$ cat src/rtl/pdm_pkg.sv
// Shared definitions for the PDM generator and demodulator.
package pdm_pkg;

    localparam int unsigned PDM_WIDTH = 5;

    function automatic int unsigned pdm_window_len(input int unsigned width);
        return 32'd1 << width;
    endfunction

    typedef enum logic {
        IDLE,
        ACCUM
    } pdm_dem_state_t;

endpackage

$ cat src/rtl/pdm_sync.sv
// Multi-flop synchroniser for a single asynchronous bit; SYNC_STAGES must be at least 2.
module pdm_sync #(
    parameter int unsigned SYNC_STAGES = 2
) (
    input  logic clk,
    input  logic reset_n,
    input  logic pdm_i,
    output logic bit_o
);

    logic [SYNC_STAGES-1:0] sync_q;

    always_ff @(posedge clk or negedge reset_n) begin
        if (!reset_n) begin
            sync_q <= '0;
        end else begin
            sync_q <= {sync_q[SYNC_STAGES-2:0], pdm_i};
        end
    end

    assign bit_o = sync_q[SYNC_STAGES-1];

endmodule

$ cat src/rtl/pdm_demodulator.sv
// PDM to PCM demodulator: counts ones over a 2^WIDTH-cycle window and emits a saturated
// sample on a valid/ready handshake with a sticky overrun flag.
module pdm_demodulator
    import pdm_pkg::*;
#(
    parameter int unsigned WIDTH       = PDM_WIDTH,
    parameter int unsigned SYNC_STAGES = 2
) (
    input  logic             clk,
    input  logic             reset_n,
    input  logic             enable,
    input  logic             pdm_in,
    output logic [WIDTH-1:0] pcm_out,
    output logic             pcm_valid,
    input  logic             pcm_ready,
    output logic             overrun
);

    localparam int unsigned      WinLen  = pdm_window_len(WIDTH);
    localparam logic [WIDTH-1:0] CntLast = {WIDTH{1'b1}};
    localparam logic [WIDTH-1:0] CntOne  = {{(WIDTH-1){1'b0}}, 1'b1};

    pdm_dem_state_t   state_q, state_d;
    logic [WIDTH-1:0] cnt_q, cnt_d;
    logic [WIDTH:0]   acc_q, acc_d;
    logic [WIDTH-1:0] pcm_out_q, pcm_out_d;
    logic             pcm_valid_q, pcm_valid_d;
    logic             overrun_q, overrun_d;
    logic             bit_s;
    logic [WIDTH:0]   sum;
    logic [WIDTH-1:0] sat;
    logic             window_end;
    logic             transfer;

    pdm_sync #(
        .SYNC_STAGES(SYNC_STAGES)
    ) u_sync (
        .clk    (clk),
        .reset_n(reset_n),
        .pdm_i  (pdm_in),
        .bit_o  (bit_s)
    );

    assign sum      = acc_q + {{WIDTH{1'b0}}, bit_s};
    // A full window of ones (2^WIDTH) does not fit the sample width; clamp to all-ones.
    assign sat      = (32'(sum) >= WinLen) ? {WIDTH{1'b1}} : sum[WIDTH-1:0];
    assign transfer = pcm_valid_q && pcm_ready;

    always_comb begin
        state_d     = state_q;
        cnt_d       = cnt_q;
        acc_d       = acc_q;
        pcm_out_d   = pcm_out_q;
        pcm_valid_d = pcm_valid_q;
        overrun_d   = overrun_q;
        window_end  = 1'b0;

        case (state_q)
            IDLE: begin
                cnt_d = '0;
                acc_d = '0;
                if (enable) state_d = ACCUM;
            end
            ACCUM: begin
                if (!enable) begin
                    state_d = IDLE;
                    cnt_d   = '0;
                    acc_d   = '0;
                end else begin
                    cnt_d = cnt_q + CntOne;
                    acc_d = sum;
                    if (cnt_q == CntLast) begin
                        window_end = 1'b1;
                        acc_d      = '0;
                    end
                end
            end
            default: state_d = IDLE;
        endcase

        if (transfer) begin
            pcm_valid_d = 1'b0;
            overrun_d   = 1'b0;
        end
        // A coincident transfer drains the old sample, so only an unaccepted one is lost.
        if (window_end) begin
            pcm_out_d   = sat;
            pcm_valid_d = 1'b1;
            overrun_d   = pcm_valid_q && !pcm_ready;
        end
    end

    always_ff @(posedge clk or negedge reset_n) begin
        if (!reset_n) begin
            state_q     <= IDLE;
            cnt_q       <= '0;
            acc_q       <= '0;
            pcm_out_q   <= '0;
            pcm_valid_q <= 1'b0;
            overrun_q   <= 1'b0;
        end else begin
            state_q     <= state_d;
            cnt_q       <= cnt_d;
            acc_q       <= acc_d;
            pcm_out_q   <= pcm_out_d;
            pcm_valid_q <= pcm_valid_d;
            overrun_q   <= overrun_d;
        end
    end

    assign pcm_out   = pcm_out_q;
    assign pcm_valid = pcm_valid_q;
    assign overrun   = overrun_q;

endmodule

$ cat config.mk
export PLATFORM = sky130hd
export DESIGN_NAME = pdm_demodulator
export DESIGN_NICKNAME = d
export VERILOG_FILES = /design/src/rtl/pdm_pkg.sv /design/src/rtl/pdm_sync.sv /design/src/rtl/pdm_demodulator.sv
export SDC_FILE = /design/constraint.sdc
export NUM_CORES = 1
export LEC_CHECK = 0
export BUFFER_PORTS_ARGS = -buffer_cell sky130_fd_sc_hd__buf_2
export CAP_MARGIN = 20
export CORE_MARGIN = 2
export CORE_UTILIZATION = 25
export DETAILED_ROUTE_END_ITERATION = 16
export SKIP_LAST_GASP = 1
export SLEW_MARGIN = 20
export SYNTH_ARGS = -nofsm -noshare
export SYNTH_HDL_FRONTEND = slang
export SYNTH_SLANG_ARGS = --single-unit
$ cat constraint.sdc
create_clock -name clk -period 1.7 [get_ports clk]
set_input_delay 0.17 -clock clk [delete_from_list [all_inputs] [get_ports clk]]
set_output_delay 0.17 -clock clk [all_outputs]
set_load 0.005 [all_outputs]
# Yosys cells after proc, flatten, opt, wreduce, memory -nomap -nowiden
# Index checks and enable logic that the tools add are counted.
[totals] reg_bits=21 latchBits=0 ram_bits=0 rom_bits=0 input_bits=5 out_inout_bits=7 word_cells=29 n_memories=0
[classes] n_addsub=2 mul=0 n_div=0 n_lt_le_gt_ge=1 eq_ne=1 shifts=0 mux=13 bitwise_logic=1 reduce_logical=4
[ops] operator="2-to-1 mux 6 bit" count=2
[ops] operator="case mux 6 bit (2 select lines)" count=1
[ops] operator="2-to-1 mux 5 bit" count=2
[ops] operator="case mux 5 bit (2 select lines)" count=1
[ops] operator="2-to-1 mux 1 bit" count=7
[ops] operator="adder 6 x 1 -> 6 bit" count=1
[ops] operator=">= comparator 6 bit, second input constant" count=1
[ops] operator="adder 5 x 1 -> 5 bit, second input constant" count=1
[ops] operator="== test 5 bit, second input constant" count=1
[ops] operator="logical AND 1 bit" count=2
[ops] operator="nonzero test 2 bit" count=1
[ops] operator="zero test 1 bit" count=1
[ops] operator="inverter 1 bit" count=1

# Longest topological paths before layout
[logic_depth] ltp_word=5 ltp_mapped=7 mapped_depth_nobuf=6

# By module
# A second synthesis with hierarchy kept.
[unflattened] cells_unflattened=73 hier_area_um2=848.3
[by_module_without_submodules] module="pdm_demodulator" n_inst=1 cells_per_inst=71 area_each_um2=798.3 seq_area_each_um2=475.5
[by_module_without_submodules] module="pdm_sync" n_inst=1 cells_per_inst=2 area_each_um2=50.0 seq_area_each_um2=50.0

# Worst setup path before layout
# No wires, ideal clock.
[synth_path] kind="reg2reg" start="register cnt_q[0]" end="register pcm_out_q[0], in the netlist pcm_out[0]" setup_ns=0.088 t_arrival_ns=1.486 required_ns=1.612 slack_ns=0.125 stages_incl_launch_ff=7 path_buffers=1 synth_period_minus_slack_ns=1.575 path_cell_list="dfrtp_1 > ha_1 > and3_1 > ha_1 > and3_1 > buf_1 > a41oi_1"
[synth_between] elab_chain_cells=4
[synth_rtl] element="from (decl)" line="pdm_demodulator.sv:24" source="logic [WIDTH-1:0] cnt_q, cnt_d;"
[synth_rtl] element="from (signal assigned)" line="pdm_demodulator.sv:103" source="cnt_q <= cnt_d;"
[synth_rtl] element="== test 5 bit" line="pdm_demodulator.sv:72" source="if (cnt_q == CntLast) begin"
[synth_rtl] element="2-to-1 mux 1 bit" line="pdm_demodulator.sv:72"
[synth_rtl] element="2-to-1 mux 1 bit" line="pdm_demodulator.sv:65" source="if (!enable) begin"
[synth_rtl] element="2-to-1 mux 1 bit" line="pdm_demodulator.sv:58" source="case (state_q)"
[synth_rtl] element="to (signal assigned)" line="pdm_demodulator.sv:105" source="pcm_out_q <= pcm_out_d;"
[synth_rtl] element="to (decl)" line="pdm_demodulator.sv:26" source="logic [WIDTH-1:0] pcm_out_q, pcm_out_d;"
# Every way passes these cells.
# A chain may end at the register's enable or synchronous reset.

# Worst setup path after layout
[layout_path] start="register cnt_q[0]" end="register pcm_out_q[2], in the netlist pcm_out[2]"
# The elaborated chain is that of the path after synthesis.

==> flow_summary.yaml <==
outcome:
  status: "completed"
timing:
  fmax_mhz: 623
  setup_viol: 0
  setup_tns_ns: 0
  drv_slew: 0
  whs_ns: 0.0382
  min_period_ns: 1.60
  worst_clock_skew_ns: 0.00228
  rsz0062_at_grt: "no"
  slew_headroom_pct: 69.6
  worst_pin_slew_ns: 0.457
  period_share_pct: 94.4
  finalHoldViolCount: 0
setup_path:
  crit_path_start_kind: "flip-flop"
  crit_type: "reg2reg"
  path_common_cell: "ha_1"
  crit_chain: "ha_1 -> and3_1 -> ha_1 -> and3_2 -> nor2_1 -> a41oi_2"
  crit_cells: 6
  r2r_slack_ns: 0.1
  cpPeakStageDelay_ns: 0.41
  crit_path_start: "cnt_q[0]$_DFF_PN0_"
  endpoint: "pcm_out[2]$_DFFE_PN0P_"
  timing.rr.end: "pcm_out[2]$_DFFE_PN0P_"
  rr_worst_depth: 6
  slowest_stage: "dfrtp_1"
  cp.arrival_ns: 1.78
  crit_buf_inv: 0
  cp_top_family: "simple AND/OR/NAND/NOR gates"
  end_kind: "flip-flop"
  required_ns: 1.87
  r2r_start: "cnt_q[0]$_DFF_PN0_"
  critical_path.max_fanout: 10
clock_tree:
  cts_sinks: 21
  htreeDepth: 1
  ctsLongestPathBuffers: 2
  clkTransAtPathRegs_ns: 0.11
  clock_latency_ns: 0.30
  cts_buffers: 3
  cts_tree: "built"
  cts-root-buf: "clkbuf_4"
global_routing:
  antenna_found_initial: 0
  grt_max_degree: 22
  grt_pass1_vias: 627
  track_usage_pct: 9.19
  grt_pass1_wl_um: 2880
  gr-total-overflow: 0
placed_design:
  gp_congestion: 0.683
  io_buffers: 11
  placed_cells: 128
  hpwl_um: 1160
routing:
  dr.pass1.iters: 2
  drcViolationCount: 0
  ant_nets: 0
  totalWireLength_um: 1550
  post_drt_via_cell_ratio: 4.32
  drtIter0Drc: 17
  dr_total_vias: 579
  wl_per_cell_um: 11.6
floorplanning:
  die_width_um: 62.3
  ios: 12
  dieArea_um2: 3880
  start_util_pct: 25.8
  core_region_area_um2: 3280
  die_height_um: 62.3
  rows: 21
power:
  power_frac_comb_pct: 4.1
  power_uw: 777
  peakVddDrop_mv: 0.268
  power_density_nw_per_um2: 767
  p_int_uw: 606
  power.leakage_nw: 0.510
  p_switching_uw: 171
  switching_share_pct: 22.0
  seq_power_share_pct: 65.8
  pwr-share-clk_pct: 30.1
synth:
  synth_seq_cells: 21
  yosysWarnings: 0
  synth-edff-count: 0
  synthTopCellsByArea: "dfrtp_1 62%, ha_1 7.4%, nor2_1 5.8%, a41oi_1 5.2%, xor2_1 3.1%"
  syn_nets: 83
  yosysMostFrequentCell: "dfrtp_1"
  synth_flop_cell: "dfrtp_1"
  yosysSeqAreaShare_pct: 61.9
  synthArstFlopShare_pct: 100
  yosys-top-cells-count: "21 x dfrtp_1, 13 x nor2_1, 5 x a41oi_1, 5 x ha_1, 5 x nand3_1"
  syn_inst: 73
  synth_top_cell_by_area: "dfrtp_1"
  syn_area_um2: 848
  yosysUniqueCellTypes: 18
  avgSynthCellArea_um2: 11.6
  yosysTopAreaCellShare_pct: 61.9
layout:
  instances_no_fill: 134
  layout.nets: 99
  syn_to_final_growth_pct: 19.3
  utilization_pct: 30.8
  nFillCells: 348
  drive_above_1_share_pct: 21.6
  antenna_cells: 0
hold_path:
  hold_class: "in2reg"
job:
  drv_cap: 0
==> stage by stage <==
| step | cell area (um^2) | worst slack [ns] |
|---|---|---|
| after floorplan | 848 | 0.125 |
| after global placement | 956 | 0.158 |
| after detailed placement | 956 | 0.0752 |
| after CTS | 1000 | 0.0565 |
| after global routing | 1010 | 0.00995 |
| final | 1010 | 0.0956 |
==> kinds of logic after synthesis <==
logic type      after synthesis  share of synthesized area, %
xor+xnor                      5                          5.16
fa+ha+maj                     5                          7.37
compound gates                9                          7.52
flops                        21                          61.9
mux                           1                          1.18
simple gates                 26                          14.0
buf+inv                       6                          2.80
==> layout make-up <==
type,instances,area (um^2),area share (%)
Multi-Input combinational cell,46,308,30.4
Inverter,3,11.3,1.11
Clock inverter,1,5.00,0.494
Clock buffer,3,22.5,2.22
Sequential cell,21,526,51.9
Timing Repair Buffer,14,82.6,8.16
Tap cell,46,57.6,5.69
==> timing repair <==
item                       in CTS  in global routing
buffers inserted                0                  0
hold buffers                    2                  0
hold endpoints to repair       22                  0
setup endpoints to repair       0                  4
gates resized for setup         0                  2
==> placed cells by master (no fill, tap or decap), drive strengths merged <==
cell type / instances
xnor2: 2
or2: 1
a21oi: 2
mux2i: 1
and3: 4
a41oi: 5
dfrtp: 21
nor2: 13
xor2: 3
buf: 12
clkbuf: 3
clkinv: 1
ha: 5
inv: 3
or3: 1
dlygate4sd3: 2
nand2: 2
o21ai: 2
nand3: 5
==> sequential cells by signal, indices dropped and copies added (netlist names) <==
register	flops
acc_q	6
cnt_q	5
overrun	1
pcm_out	5
pcm_valid	1
state_q	1
u_sync.sync_q	2
==> power by group through the flow <==
stage	Sequential, mW	Combinational [mW]	Clock [mW]
2_1_floorplan	0.520	0.0112	0
3_3_place_gp	0.521	0.0285	0
3_5_place_dp	0.521	0.0296	0
4_1_cts	0.511	0.0332	0.247
5_1_grt	0.513	0.0380	0.272
6_report	0.511	0.0319	0.233
==> worst min-delay path by stage <==
stage	from	endpoint	slack [ns]	cells past startpoint
after detailed placement	reset_n	acc_q[4]$_DFF_PN0_	0.15	1
after global placement	reset_n	acc_q[4]$_DFF_PN0_	0.14	1
after floorplan	reset_n	acc_q[0]$_DFF_PN0_	-0.13	0
after global routing	pcm_ready	overrun$_DFFE_PN0P_	0.01	2
after CTS	enable	state_q$_DFF_PN0_	0.03	1
final	enable	state_q$_DFF_PN0_	0.04	1
==> layer usage <==
metal	GRT usage [%]	vias to the layer above	wire length (um)
met5	0	-	0
met1	11.4	285	699
met4	2.50	0	7
met3	2.72	2	42
li1	-	281	-
met2	15.6	11	801
No activity file was read; power rests on OpenSTA's default activity.
